==> src/rtl/cr_kme_mc_ram_fifo.sv <==
// Multi-channel FIFO: N_CH queues in fixed partitions of one shared RAM,
// drained round-robin into a single registered valid/ack output port.
module cr_kme_mc_ram_fifo #(
    parameter int DATA_SIZE    = 10,
    parameter int FIFO_DEPTH   = 4,
    parameter int N_CH         = 2,
    parameter int AFULL_THRESH = FIFO_DEPTH - 1,
    localparam int CW = (N_CH > 1) ? $clog2(N_CH) : 1,
    localparam int PW = $clog2(FIFO_DEPTH),
    localparam int NW = PW + 1,
    localparam int AW = CW + PW
) (
    input  logic                 clk,
    input  logic                 rst,
    input  logic [DATA_SIZE-1:0] fifo_in,
    input  logic [CW-1:0]        fifo_in_ch,
    input  logic                 fifo_in_valid,
    output logic [N_CH-1:0]      fifo_in_stall,
    output logic [N_CH-1:0]      fifo_afull,
    input  logic [N_CH-1:0]      fifo_flush,
    output logic [N_CH*NW-1:0]   fifo_count,
    output logic                 fifo_ovf,
    output logic [DATA_SIZE-1:0] fifo_out,
    output logic [CW-1:0]        fifo_out_ch,
    output logic                 fifo_out_valid,
    input  logic                 fifo_out_ack
);

    logic [DATA_SIZE-1:0] ram [0:N_CH*FIFO_DEPTH-1];

    logic [N_CH-1:0]      wr_vec;
    logic [N_CH-1:0]      eligible;
    logic [N_CH*PW-1:0]   wptr_flat;
    logic [N_CH*PW-1:0]   rptr_flat;

    logic [PW-1:0]        wptr_sel;
    logic [PW-1:0]        rptr_sel;
    logic [AW-1:0]        wr_addr;
    logic [AW-1:0]        rd_addr;

    logic                 grant_found;
    logic [CW-1:0]        grant_ch;
    logic [CW-1:0]        cand_ch;
    int                   cand_idx;

    logic                 slot_free;
    logic                 rd_issue;

    logic [DATA_SIZE-1:0] rd_data_reg;
    logic                 out_valid_reg;
    logic [CW-1:0]        out_ch_reg;
    logic [CW-1:0]        last_grant_reg;
    logic                 ovf_reg;

    assign slot_free = !out_valid_reg || fifo_out_ack;
    assign rd_issue  = slot_free && grant_found;

    // Per-channel pointers and occupancy. Flush overrides any same-cycle
    // write or read; a flushed channel is never granted, so rd_en is 0 then.
    genvar gi;
    generate
        for (gi = 0; gi < N_CH; gi++) begin : g_ch
            logic [PW-1:0] wptr_reg;
            logic [PW-1:0] rptr_reg;
            logic [NW-1:0] count_reg;
            logic          wr_en;
            logic          rd_en;

            assign wr_en = fifo_in_valid && (fifo_in_ch == CW'(gi))
                           && !fifo_in_stall[gi] && !fifo_flush[gi];
            assign rd_en = rd_issue && (grant_ch == CW'(gi));

            always_ff @(posedge clk or posedge rst) begin
                if (rst) begin
                    wptr_reg  <= '0;
                    rptr_reg  <= '0;
                    count_reg <= '0;
                end else if (fifo_flush[gi]) begin
                    wptr_reg  <= '0;
                    rptr_reg  <= '0;
                    count_reg <= '0;
                end else begin
                    if (wr_en) begin
                        wptr_reg <= wptr_reg + 1'b1;
                    end
                    if (rd_en) begin
                        rptr_reg <= rptr_reg + 1'b1;
                    end
                    count_reg <= count_reg + NW'(wr_en) - NW'(rd_en);
                end
            end

            assign fifo_in_stall[gi]        = (count_reg == NW'(FIFO_DEPTH));
            assign fifo_afull[gi]           = (32'(count_reg) >= 32'(AFULL_THRESH));
            assign eligible[gi]             = (count_reg != '0) && !fifo_flush[gi];
            assign fifo_count[gi*NW +: NW]  = count_reg;
            assign wptr_flat[gi*PW +: PW]   = wptr_reg;
            assign rptr_flat[gi*PW +: PW]   = rptr_reg;
            assign wr_vec[gi]               = wr_en;
        end
    endgenerate

    // Round-robin: first eligible channel after the last granted one.
    always_comb begin
        grant_found = 1'b0;
        grant_ch    = '0;
        cand_idx    = 0;
        cand_ch     = '0;
        for (int k = 1; k <= N_CH; k++) begin
            cand_idx = (int'(last_grant_reg) + k) % N_CH;
            cand_ch  = CW'(cand_idx);
            if (!grant_found && eligible[cand_ch]) begin
                grant_found = 1'b1;
                grant_ch    = cand_ch;
            end
        end
    end

    always_comb begin
        wptr_sel = '0;
        rptr_sel = '0;
        for (int c = 0; c < N_CH; c++) begin
            if (fifo_in_ch == CW'(c)) begin
                wptr_sel = wptr_flat[c*PW +: PW];
            end
            if (grant_ch == CW'(c)) begin
                rptr_sel = rptr_flat[c*PW +: PW];
            end
        end
    end

    assign wr_addr = {fifo_in_ch, wptr_sel};
    assign rd_addr = {grant_ch, rptr_sel};

    always_ff @(posedge clk) begin
        if (|wr_vec) begin
            ram[wr_addr] <= fifo_in;
        end
    end

    // The RAM's registered read port doubles as the output data register.
    always_ff @(posedge clk or posedge rst) begin
        if (rst) begin
            rd_data_reg <= '0;
        end else if (rd_issue) begin
            rd_data_reg <= ram[rd_addr];
        end
    end

    always_ff @(posedge clk or posedge rst) begin
        if (rst) begin
            out_valid_reg  <= 1'b0;
            out_ch_reg     <= '0;
            last_grant_reg <= CW'(N_CH - 1);
            ovf_reg        <= 1'b0;
        end else begin
            ovf_reg <= fifo_in_valid && !(|wr_vec);
            if (slot_free) begin
                out_valid_reg <= grant_found;
            end
            if (rd_issue) begin
                out_ch_reg     <= grant_ch;
                last_grant_reg <= grant_ch;
            end
        end
    end

    assign fifo_out       = rd_data_reg;
    assign fifo_out_ch    = out_ch_reg;
    assign fifo_out_valid = out_valid_reg;
    assign fifo_ovf       = ovf_reg;

endmodule

==> config.mk <==
export PLATFORM = sky130hd
export DESIGN_NAME = cr_kme_mc_ram_fifo
export DESIGN_NICKNAME = d
export VERILOG_FILES = /design/src/rtl/cr_kme_mc_ram_fifo.sv
export SDC_FILE = /design/constraint.sdc
export NUM_CORES = 1
export LEC_CHECK = 0
export ABC_AREA = 0
export BUFFER_PORTS_ARGS = -buffer_cell sky130_fd_sc_hd__buf_2
export CORE_MARGIN = 1.5
export CORE_UTILIZATION = 45
export DETAILED_ROUTE_END_ITERATION = 8
export SLEW_MARGIN = 40
export SYNTH_ARGS = -nofsm -noshare
export SYNTH_HDL_FRONTEND = slang
export SYNTH_SLANG_ARGS = --single-unit
==> constraint.sdc <==
create_clock -name clk -period 6.6 [get_ports clk]
set_input_delay 0.33 -clock clk [delete_from_list [all_inputs] [get_ports clk]]
set_output_delay 0.33 -clock clk [all_outputs]
set_load 0.01 [all_outputs]
Yosys cells after proc, flatten, opt, wreduce, memory -nomap -nowiden
Memories as Yosys holds them, arrays and structs flattened. A register that Yosys moved wholly into a read port is not among the register bits.
Index checks and enable logic that the tools add are counted.
{"block": "totals", "regBits": 18, "mem_bits_rw": 80, "input_bits": 17, "out_inout_bits": 23, "wordCells": 79, "mem_count": 1}
{"memory": "ram", "words": 8, "width": 10, "read_ports": 1, "rd_clocked_by_memory_dff": 1, "write_ports": 1, "line_no": "29", "text": "logic [DATA_SIZE-1:0] ram [0:N_CH*FIFO_DEPTH-1];"}
{"block": "classes", "n_addsub": 10, "order_cmp": 4, "n_eq_ne": 2, "n_mux": 22, "bitwise": 2, "reduce_logical": 28}
{"operator": "2-to-1 mux 2 bit", "count": 10}
{"operator": "logical AND 1 bit", "count": 13}
{"operator": "2-to-1 mux 1 bit", "count": 10}
{"operator": "adder 2 x 1 -> 2 bit (second input constant)", "count": 4}
{"operator": "nonzero test 2 bit", "count": 4}
{"operator": "zero test 1 bit", "count": 7}
{"operator": "adder 3 x 1 -> 3 bit", "count": 2}
{"operator": "== test 3 bit (second input constant)", "count": 2}
{"operator": "greater-or-equal comparator 3 x 2 -> 1 bit (second input constant)", "count": 2}
{"operator": "2-to-1 mux 3 bit", "count": 2}
{"operator": "nonzero test 3 bit", "count": 2}
{"operator": "subtractor 3 x 1 -> 3 bit", "count": 2}
{"operator": "< comparator 1 x 2 -> 1 bit (second input constant)", "count": 2}
{"operator": "adder 1 bit (second input constant)", "count": 2}
{"operator": "NOT 1 bit", "count": 2}
{"operator": "OR reduction 2 bit", "count": 1}
{"operator": "logical OR 1 bit", "count": 1}

Logic depth before layout (Yosys ltp)
Gate-level depths: netlist of the first run.
{"block": "logic_depth", "ltp_word": 12, "depth_mapped": 13, "depth_no_buf": 12}

Worst setup path before layout of the first run
No wires, ideal clock.
{"block": "synth_timing", "kind": "register -> register", "from": "register g_ch[0].count_reg[1]", "to": "register g_ch[1].count_reg[2]", "setup_ns": 0.131, "t_arrival_ns": 2.805, "setup_slack_ns": 3.664, "stages_incl_launch_ff": 13, "path_buffers": 2, "cell_sequence": "dfrtp_1 -> or3_1 -> a311oi_2 -> and2_1 -> clkbuf_1 -> buf_2 -> ha_1 -> inv_1 -> ha_1 -> inv_1 -> fa_1 -> xor2_1 -> nor2_1"}
{"block": "synth_between", "elab_chain_len": 12, "word_cells_on_any_way": 16}
{"element": "start, declared", "line_no": "65", "text": "logic [NW-1:0] count_reg;"}
{"element": "start signal, assigned", "line_no": "89", "text": "count_reg <= count_reg + NW'(wr_en) - NW'(rd_en);"}
{"element": "nonzero test 3 bit *", "line_no": "95", "text": "assign eligible[gi] = (count_reg != '0) && !fifo_flush[gi];"}
{"element": "logical AND 1 bit *", "line_no": "95"}
{"element": "2-to-1 mux 1 bit (implied by the code) (2 in a row)", "line_no": "112", "text": "if (!grant_found && eligible[cand_ch]) begin"}
{"element": "2-to-1 mux 1 bit", "line_no": "112"}
{"element": "zero test 1 bit", "line_no": "112"}
{"element": "logical AND 1 bit", "line_no": "112"}
{"element": "2-to-1 mux 1 bit", "line_no": "112"}
{"element": "logical AND 1 bit", "line_no": "56", "text": "assign rd_issue = slot_free && grant_found;"}
{"element": "logical AND 1 bit *", "line_no": "71", "text": "assign rd_en = rd_issue && (grant_ch == CW'(gi));"}
{"element": "subtractor 3 x 1 -> 3 bit *", "line_no": "89"}
{"element": "2-to-1 mux 3 bit *", "line_no": "78", "text": "end else if (fifo_flush[gi]) begin"}
{"element": "end signal, assigned", "line_no": "89"}
{"element": "end, declared", "line_no": "65"}
Every way passes the cells marked *; elsewhere a longest branch is shown, timed or not. The select of a mux whose other input is x is not followed.
A chain may end at the register's enable or synchronous reset.

Final worst setup path of the first run
Ends and elaborated chain as after synthesis.

==> results.txt, run 1 <==
- The critical path crosses 10 cells after its start point.
* Via count of the first global-routing pass: between 2000 and 2500
- The worst setup path is captured at a flop.
* Weighted congestion reported at the end of routability-driven placement: 0.788
- Final Hold Fails: 0
- Tracing the worst setup path back leads to its startpoint at g_ch[0].count_reg[1].
* Vertical extent of the die: 102 um
- TritonCTS built the clock tree.
- Max Fclk: 0.302 GHz
- The wire-length estimate of the detail-placed layout is 5250 um.
- The count of nets left with antenna violations once routing finished came out at 0.
* Mean area per synthesized cell: 15.5 um^2
- In this run the tightest slew margin relative to its limit is 0.536.
* Share of synthesized area occupied by flip-flops and latches: 0.704
* Startpoint of the most critical register-to-register path: g_ch[0].count_reg[1]
* Largest family of logic cells by synthesized area: multiplexers
- Critical Setup Path Class: reg2reg
- Clock-pin slew was measured on the worst setup and hold paths at roughly 0.10 ns.
* Minimum period implied by the final worst setup slack: 3.31 ns
- Port-buffer cells: 39
* Maximum level of the CTS H-tree: 3
* Antenna violations before repair: 0
- Post-layout nets: 353
* Actual slew at the worst max-slew pin: 0.695 ns
- GRT overflow: 0
* Aggregate negative setup slack: 0 ns
- Final routed DRC violation total: 0
* CP max stage delay: 0.62 ns
- Number of buffers on the longest clock path: 2
- The clock net in this run drives a total of roughly 110 sinks.
* Average detailed-routed wire length per instance: 17.8 um
- Entering global routing, the biggest net connects 31 pins.
- STA puts the critical path data required time at slightly below 7 ns.
- Antenna cell count: 0
* Synthesized instance count: between 200 and 300
- Critical Path Source Type: flop
* Total power divided by cell area: 355 nW/um^2
* Cell at the root of the clock tree: sky130_fd_sc_hd__clkbuf_8
- Area inside the core boundary: 9370 um^2
- Wire length of the first global-routing pass: 12800 um
- Post-synthesis share of cell area spent on full adders, half adders and majority gates: 0.0261
* Pre-CTS WS: 3.27 ns
* Flop-to-flop setup slack: roughly 3.3 ns
* Final period util: 0.501
- The register with the most flip-flops in the layout has 80 of them.
- The compound-gate portion of the synthesized area came to 0.0505.
* Cell family with most CP delay: simple AND/OR/NAND/NOR gates
- Setup violations remaining at the end of the flow were counted as 0.
- Slowest cell on the critical path: sky130_fd_sc_hd__and2_1
- Detailed router's first-iteration violation count: 73
* Capture point of the worst path: g_ch[1].count_reg[2]
- In the final layout, the share of cells above drive strength 1 is 0.210.
- Via count: 2353
- Yosys printed 0 warnings.
* Via density per instance: 5.09
- Final worst slack: 3.29 ns
- The pre-antenna-repair detailed-routing pass consisted of 4 iterations.
* Die area: 10400 um^2
- Measured in cells, the most critical reg-to-reg path has a length of 10.
* Count of boundary I/O pins: 40
* Critical path fanouts, max: 15
* Fraction of synthesized cell area in xor and xnor cells: 0.0179
* Hold-fix buffers at CTS: 0
* Mux cell area share after synthesis: 0.118
- Data on the critical path arrives at its endpoint at 3.57 ns.
- The number of buffers and inverters on the critical path is 2.
* Capture instance of the worst register-to-register path: g_ch[1].count_reg[2]
- The number of nets in the synthesized netlist is 309.
- Final max-slew violation count: 0
- Cell Rows: 35
* Worst voltage drop across the vdd grid: 0.000200 V
- After clock tree synthesis, the repair step resized 0 gates.
* Number of clock buffers inserted by TritonCTS: 9
- In this run, distinct cell masters in the synthesized netlist total 29.
* Leakage power: between 2 and 2.5 nW
* Setup fix buffers added after clock tree synthesis: 0
* Outcome: completed
- The tightest min-delay check is of the in2async type.
- Die width: between 100 and 150 um
- The most used flip-flop cell after synthesis is sky130_fd_sc_hd__edfxtp_1.
- Number of flops mapped to enable cells by yosys: 80
* Ys async rst share: 0.259
* Clock skew: 0.0113 ns
* FF+latch count, synth: 108
- RSZ-0062 raised after global routing: no
- The final layout contains routed wiring with a total length of 8210 um.
- Across the run, the number of max-cap violations was 0.
* GRT Resource Usage Total: 0.174
* Fraction of the mapped netlist area in simple logic gates: 0.0607
- The initial utilization of the core area, before any placement, comes to 0.471.
- Clock network latency to the later pin of the worst-skew pair: approximately 0.36 ns
- The signal on the critical path passes through or3_1 -> a311oi_2 -> and2_1 -> ha_1 -> inv_1 -> ha_1 -> inv_1 -> fa_1 -> xor2_1 -> nor2_1.
- Layout area overhead: 14.0%
- Mapped cell area: 4410 um^2
## layer usage
| layer | track usage | wire [um] | up-vias |
|---|---|---|---|
| met4 | 0.0485 | 106 | 0 |
| met1 | 0.230 | 3850 | 1162 |
| li1 | - | - | 1138 |
| met5 | 0 | 0 | - |
| met2 | 0.279 | 3960 | 43 |
| met3 | 0.0561 | 302 | 10 |
## cell usage in the layout (no fill, tap or decap), drive strengths merged, types with 2 or more instances in the layout
cell	n
dfrtp	27
or3	2
ha	6
edfxtp	80
clkbuf	10
xor2	6
fa	2
and2	3
buf	46
nor2	16
inv	10
nor3b	3
o221ai	10
xnor2	3
a21o	12
clkinv	2
o21ai	3
nand2b	3
bufinv	2
and3	2
mux2i	52
nor3	5
nand2	20
nor2b	2
## tightest hold or removal path, delay by kind of cell
| kind | cells | cell delay [ns] |
|---|---|---|
| buffers and inverters | 3 | 0.47 |
## Yosys cell counts (3+ instances only)
cell | n | share of area
sky130_fd_sc_hd__ha_1 | 6 | 0.017
sky130_fd_sc_hd__nor3b_1 | 3 | 0.0051
sky130_fd_sc_hd__a21o_1 | 12 | 0.020
sky130_fd_sc_hd__buf_2 | 4 | 0.0045
sky130_fd_sc_hd__edfxtp_1 | 80 | 0.54
sky130_fd_sc_hd__nand2_1 | 20 | 0.017
sky130_fd_sc_hd__clkbuf_1 | 7 | 0.0060
sky130_fd_sc_hd__inv_1 | 9 | 0.0077
sky130_fd_sc_hd__dfrtp_1 | 27 | 0.15
sky130_fd_sc_hd__nor3_1 | 5 | 0.0057
sky130_fd_sc_hd__xnor2_1 | 3 | 0.0060
sky130_fd_sc_hd__nor2_1 | 16 | 0.014
sky130_fd_sc_hd__mux2i_1 | 52 | 0.12
sky130_fd_sc_hd__nand2b_1 | 3 | 0.0043
sky130_fd_sc_hd__o221ai_1 | 10 | 0.020
sky130_fd_sc_hd__and2_1 | 3 | 0.0043
sky130_fd_sc_hd__xor2_1 | 6 | 0.012
## how the worst min path moves through the flow
| stage | cells after the start | to | slack, ns |
|---|---|---|---|
| 2_1_floorplan | 1 | fifo_out[0] | 0.39 |
| 3_3_place_gp | 3 | g_ch[1].wptr_reg[0] | 0.43 |
| 3_5_place_dp | 3 | g_ch[1].wptr_reg[0] | 0.43 |
| 4_1_cts | 3 | fifo_out[1] | 0.03 |
| 5_1_grt | 3 | g_ch[1].count_reg[1] | 0.03 |
| 6_report | 3 | fifo_out_ch | 0.02 |
## metrics by stage
stage / cells / area (um^2) / hold slack (ns) / util / power (mW)
final: 462 / 5030 / 0.0207 / 0.536 / 1.78
after global routing: 462 / 5030 / 0.0295 / 0.536 / 1.90
after CTS: 462 / 5030 / 0.0272 / 0.536 / 1.80
after detailed placement: 446 / 4810 / 0.433 / 0.514 / 1.38
after global placement: 444 / 4770 / 0.432 / 0.509 / 1.35
after floorplan: 284 / 4410 / 0.395 / - / 1.20
## final cells by class
type / instances / area [um^2]
Inverter: 9 / 33.8
Clock buffer: 10 / 128
Timing Repair Buffer: 46 / 259
Fill cell: 809 / 4340
Clock inverter: 6 / 86.3
Tap cell: 129 / 161
Sequential cell: 108 / 3100
Multi-Input combinational cell: 154 / 1250
## power by group
group          switching, mW  total (mW)  internal (mW)
registers             0.0583       0.865          0.807
clock network          0.215       0.429          0.214
logic                  0.266       0.489          0.223
total                  0.539        1.78           1.24
## logic make-up (layout without fill, tap and decap cells)
kind of cell	Yosys count	count (layout)
buffers and inverters	22	71
DFF	108	108
muxes	52	52
xor gates and xnor gates	9	9
AOI/OAI and AO/OA	28	28
adders and majority gates	8	8
and+or+nand+nor	57	57
No activity file was read; power rests on OpenSTA's default activity.
==> inputs of run 2 (changes only) <==
--- a/config.mk
+++ b/config.mk
@@ -5,7 +5,7 @@
 export SDC_FILE = /design/constraint.sdc
 export NUM_CORES = 1
 export LEC_CHECK = 0
-export ABC_AREA = 0
+export ABC_AREA = 1
 export BUFFER_PORTS_ARGS = -buffer_cell sky130_fd_sc_hd__buf_2
 export CORE_MARGIN = 1.5
 export CORE_UTILIZATION = 45
==> constraint.sdc (replaced) <==
create_clock -name clk -period 3.33 [get_ports clk]
set_input_delay 0.1665 -clock clk [delete_from_list [all_inputs] [get_ports clk]]
set_output_delay 0.1665 -clock clk [all_outputs]
set_load 0.01 [all_outputs]
==> run 2 against run 1 <==
- critical path depth up 2
- clock power rose by 80%
- synthesized cell count rose by 55%
- global-route usage rose by 3.0 points
- power increased by 120%
- maximum frequency grew 28%
- die area up 7.2%
- sequential power increased by 94%
==> results.txt, run 2 <==
* Worst min path class: in2reg
* Reg power frac: 0.427 (-0.058)
- Hold-fix buffers at CTS: 1 (+1)
* Layout area overhead: 12.5%
- By startpoint and endpoint, the worst setup path is classified as reg2reg.
- Ys async rst share: 0.259 (unchanged)
- The via count was 3235 (+37%).
* Post-cts sizing count: 0 (unchanged)
- Effective utilization at floorplan: 0.461 (-0.00960)
* First-pass detailed-route iteration total: 5 (+1)
- Vertical extent of the die: 106 um (+3.5%)
- The worst-margin pin slew came to 0.619 ns (-0.0759 ns).
* Final Hold Fails: 0 (unchanged)
* Share of total power in combinational logic: 0.376 (+0.102)
- The count of boundary I/O pins was 40 (unchanged).
- The number of setup violations in the final report came to 0 (unchanged).
* Post-Layout Cell Count: 630 (+36%)
- The total nets after synthesis came to 466 (+51%).
- Number of flops mapped to enable cells by yosys: 80 (unchanged)
- The worst setup path is captured at a flop.
- Most common cell after layout, fill and taps aside: sky130_fd_sc_hd__nand3_1
- For this run, the leading register cell type out of synthesis is sky130_fd_sc_hd__edfxtp_1.
* Clock network latency to the later pin of the worst-skew pair: 0.37 ns (about the same)
- sky130_fd_sc_hd__edfxtp_1 takes more of the synthesized area than any other cell.
* Commonest cells after routing, fill and taps aside: 112 x sky130_fd_sc_hd__nand3_1, 80 x sky130_fd_sc_hd__edfxtp_1, 74 x sky130_fd_sc_hd__nand2_1, 53 x sky130_fd_sc_hd__inv_1, 39 x sky130_fd_sc_hd__buf_2
- Among the stages of the critical path, the cell type that occurs most often is sky130_fd_sc_hd__inv_1.
- In the post-synthesis netlist, the biggest area contributors are sky130_fd_sc_hd__edfxtp_1 51%, sky130_fd_sc_hd__dfrtp_1 14%, sky130_fd_sc_hd__nand3_1 12%.
* Final routed DRC violation total: 0 (unchanged)
- Via density per instance: 5.13 (+0.82%)
- Total power divided by cell area: 738 nW/um^2 (+110%)
* Synthesized instance count: 441 (+55%)
- The remaining antenna violation count came to 0 (unchanged).
- Reg2Reg Depth: 12 (+2)
- Die width: 106 um (+3.5%)
- The final-stage net count came to 514 (+46%).
- The total clock buffers created by CTS is 9 (unchanged).
- The final weighted congestion of routability-driven global placement was 0.782 (-0.85%).
- Placed Cells incl. Taps: 613 (+37%)
- Post-detailed-placement cell area: 5130 um^2 (+6.6%)
* Aggregate negative setup slack: 0 ns (unchanged)
- The part of the power in the clock network came to 0.197 (-0.043).
- Cell Rows: 37 (+5.7%)
- In this run the clock root is driven by a sky130_fd_sc_hd__clkbuf_8.
- Mean area per synthesized cell: 10.7 um^2 (-31%)
- Average detailed-routed wire length per instance: 16.7 um (-6.1%)
- Number of synthesis warnings: 0 (unchanged)
- The number of antenna violations at the first check in global routing came to 0 (unchanged).
* Normalized max-slew margin: 0.587 (+0.0505)
* Final max-slew violation count: 0 (unchanged)
* Clock skew: 0.0165 ns (+0.00519 ns)
- The number of buffers inserted to repair setup after CTS is 0 (unchanged).
* Area inside the core boundary: 10300 um^2 (+9.7%)
- The post-layout instance area came to 5330 um^2 (+6.0%).
* Outcome: completed
* Leakage power: 2.28 nW (-0.14%)
* Capture instance of the worst register-to-register path: g_ch[1].count_reg[2]
* FF+latch count, synth: 108 (unchanged)
* Critical path fanouts, max: 5 (-10)
- RSZ-0062 raised after global routing: no
- The worst reg-to-reg setup slack is 0.74 ns (-2.55 ns).
- The maximum resistive drop on vdd was 0.000433 V (+120%).
* Synth unique cells: 25 (-14%)
- Port-buffer cells: 39 (unchanged)
- Cell internal power dissipation: 2.36 mW (+90%)
- The pin count of the biggest net entering global routing was 31 (unchanged).
* CP max stage delay: 0.45 ns (-0.17 ns)
* Fill cell total of the finished layout: 959 (+19%)
* Switching power total: 1.57 mW (+190%)
- The area share of the leading cell type in the synthesized netlist is 0.507 (-0.0377).
* Switching power share of the total: 0.400 (+0.0971)
* CP cell instances: nor2_1 -> nand2_1 -> inv_1 -> nor3_1 -> nand2_1 -> ha_1 -> inv_1 -> ha_1 -> inv_1 -> fa_1 -> xor2_1 -> nor2_1
* Leading post-synthesis cells by instance count: 112 x sky130_fd_sc_hd__nand3_1, 80 x sky130_fd_sc_hd__edfxtp_1, 74 x sky130_fd_sc_hd__nand2_1, 54 x sky130_fd_sc_hd__inv_1, 27 x sky130_fd_sc_hd__dfrtp_1
* Slowest cell on the critical path: sky130_fd_sc_hd__dfrtp_1
- The share of layout cells above drive strength 1 was 0.174 (-0.0361).
- GRT Resource Usage Total: 0.204 (+0.0297)
* Mapped cell area: 4740 um^2 (+7.4%)
- Routed WL: 10500 um (+28%)
- The critical path ends at g_ch[1].count_reg[2].
- Detailed router's first-iteration violation count: 241 (+230%)
- Startpoint of the most critical register-to-register path: g_ch[1].count_reg[1]
- Antenna cell count: 0 (unchanged)
- The part of the cycle the worst path needs is 0.778 (+0.276).
- TritonCTS built the clock tree.
- The sink count of the clock tree was 108 (unchanged).
* Signal arrival time at the worst endpoint: 2.86 ns (-0.71 ns)
- Minimum period implied by the final worst setup slack: 2.59 ns (-0.719 ns)
- The overall die area is 11200 um^2 (+7.2%).
- The highest clock rate was 0.386 GHz (+28%).
* Critical Path Source Type: flop
- Most common cell in the netlist: sky130_fd_sc_hd__nand3_1
- Worst setup startpoint: g_ch[1].count_reg[1]
- Max-cap violations: 0 (unchanged)
* Number of buffers on the longest clock path: 2 (unchanged)
- The clock-pin slew of the registers on the worst-case setup and hold paths came to 0.11 ns (about the same).
- Flip-flop count of the largest register after layout: 80 (unchanged)
* Maximum level of the CTS H-tree: 3 (unchanged)
- DP Wirelength: 6590 um (+25%)
- The global-route wire length before repair is 17000 um (+32%).
- The sequential area share after synthesis came to 0.655 (-0.0487).
- GRT overflow: 0 (unchanged)
* Required @ worst endpoint: 3.59 ns (-3.27 ns)
- Via count of the first global-routing pass: 3205 (+37%)
-- run 2: cell types whose count changed after synthesis, moves of 4 or more --
cell                       delta
sky130_fd_sc_hd__nand3b_1    +10
sky130_fd_sc_hd__mux2i_1     -52
sky130_fd_sc_hd__nand3_1    +112
sky130_fd_sc_hd__buf_2       +12
sky130_fd_sc_hd__a21oi_1      +4
sky130_fd_sc_hd__nor3_1       +5
sky130_fd_sc_hd__o21ai_0      +5
sky130_fd_sc_hd__a21o_1      -12
sky130_fd_sc_hd__o221ai_1    -10
sky130_fd_sc_hd__nand2_1     +54
sky130_fd_sc_hd__clkbuf_1     -6
sky130_fd_sc_hd__xor2_1       -4
sky130_fd_sc_hd__inv_1       +45
-- run 2: final cells by class --
| cell class | count | area, um^2 | share of cell area |
|---|---|---|---|
| clock inverters | 7 | 67.6 | 0.0127 |
| clock buffers | 9 | 124 | 0.0232 |
| repair buffers | 56 | 325 | 0.0610 |
| inverters | 56 | 210 | 0.0394 |
| well taps | 136 | 170 | 0.0319 |
| flip-flops and latches | 108 | 3100 | 0.582 |
| multi-input cells | 258 | 1330 | 0.249 |
-- run 2: routing by layer --
layer / track usage / routed length, um / vias to the layer above
li1: - / - / 1594
met3: 0.0315 / 561 / 13
met1: 0.282 / 4820 / 1529
met2: 0.328 / 4950 / 99
met4: 0.0734 / 194 / 0
met5: 0 / 0 / -
-- run 2: cells by family (layout without fill, tap and decap cells) --
kind of cell    Yosys count  count (layout)  share of synthesized area
fa+ha+maj                 8               8                     0.0243
buf+inv                  75             128                     0.0652
simple gates            233             233                      0.234
compound gates           15              15                     0.0182
flops                   108             108                      0.655
xor+xnor                  2               2                    0.00370
-- run 2: stage by stage --
| stage | hold slack, ns | setup WS, ns | power, mW | util |
|---|---|---|---|---|
| 3_5_place_dp | 0.277 | 0.754 | 3.20 | 0.499 |
| 5_1_grt | 0.0213 | 0.548 | 4.23 | 0.519 |
| 6_report | 0.0261 | 0.740 | 3.94 | 0.519 |
| 4_1_cts | 0.0121 | 0.737 | 3.97 | 0.519 |
| 3_3_place_gp | 0.408 | 0.831 | 3.17 | 0.499 |
| 2_1_floorplan | 0.231 | 0.874 | 2.72 | - |
-- run 2: how the worst min path moves through the flow --
stage	startpoint	to	slack, ns	cells past startpoint
after floorplan	rst	fifo_out[0]	0.23	1
after detailed placement	rst	fifo_ovf	0.28	2
after global placement	fifo_flush[0]	g_ch[0].count_reg[1]	0.41	2
after CTS	fifo_flush[0]	g_ch[0].count_reg[0]	0.01	2
after global routing	fifo_flush[0]	g_ch[0].count_reg[2]	0.02	2
final	fifo_flush[0]	g_ch[0].count_reg[0]	0.03	2
-- run 2: power by group through the flow --
stage	clock network [mW]	logic, mW	registers, mW
floorplan	0	0.989	1.73
global placement	0	1.46	1.71
detailed placement	0	1.49	1.71
CTS	0.791	1.50	1.68
global route	0.839	1.70	1.70
finish	0.773	1.48	1.68
-- run 2: critical path: cells and delay by family, from the launching register on --
kind | cells | cell delay [ns]
DFF | 1 | 0.45
xor gates and xnor gates | 1 | 0.17
adders and majority gates | 3 | 0.83
buffers and inverters | 3 | 0.14
and+or+nand+nor | 5 | 0.89
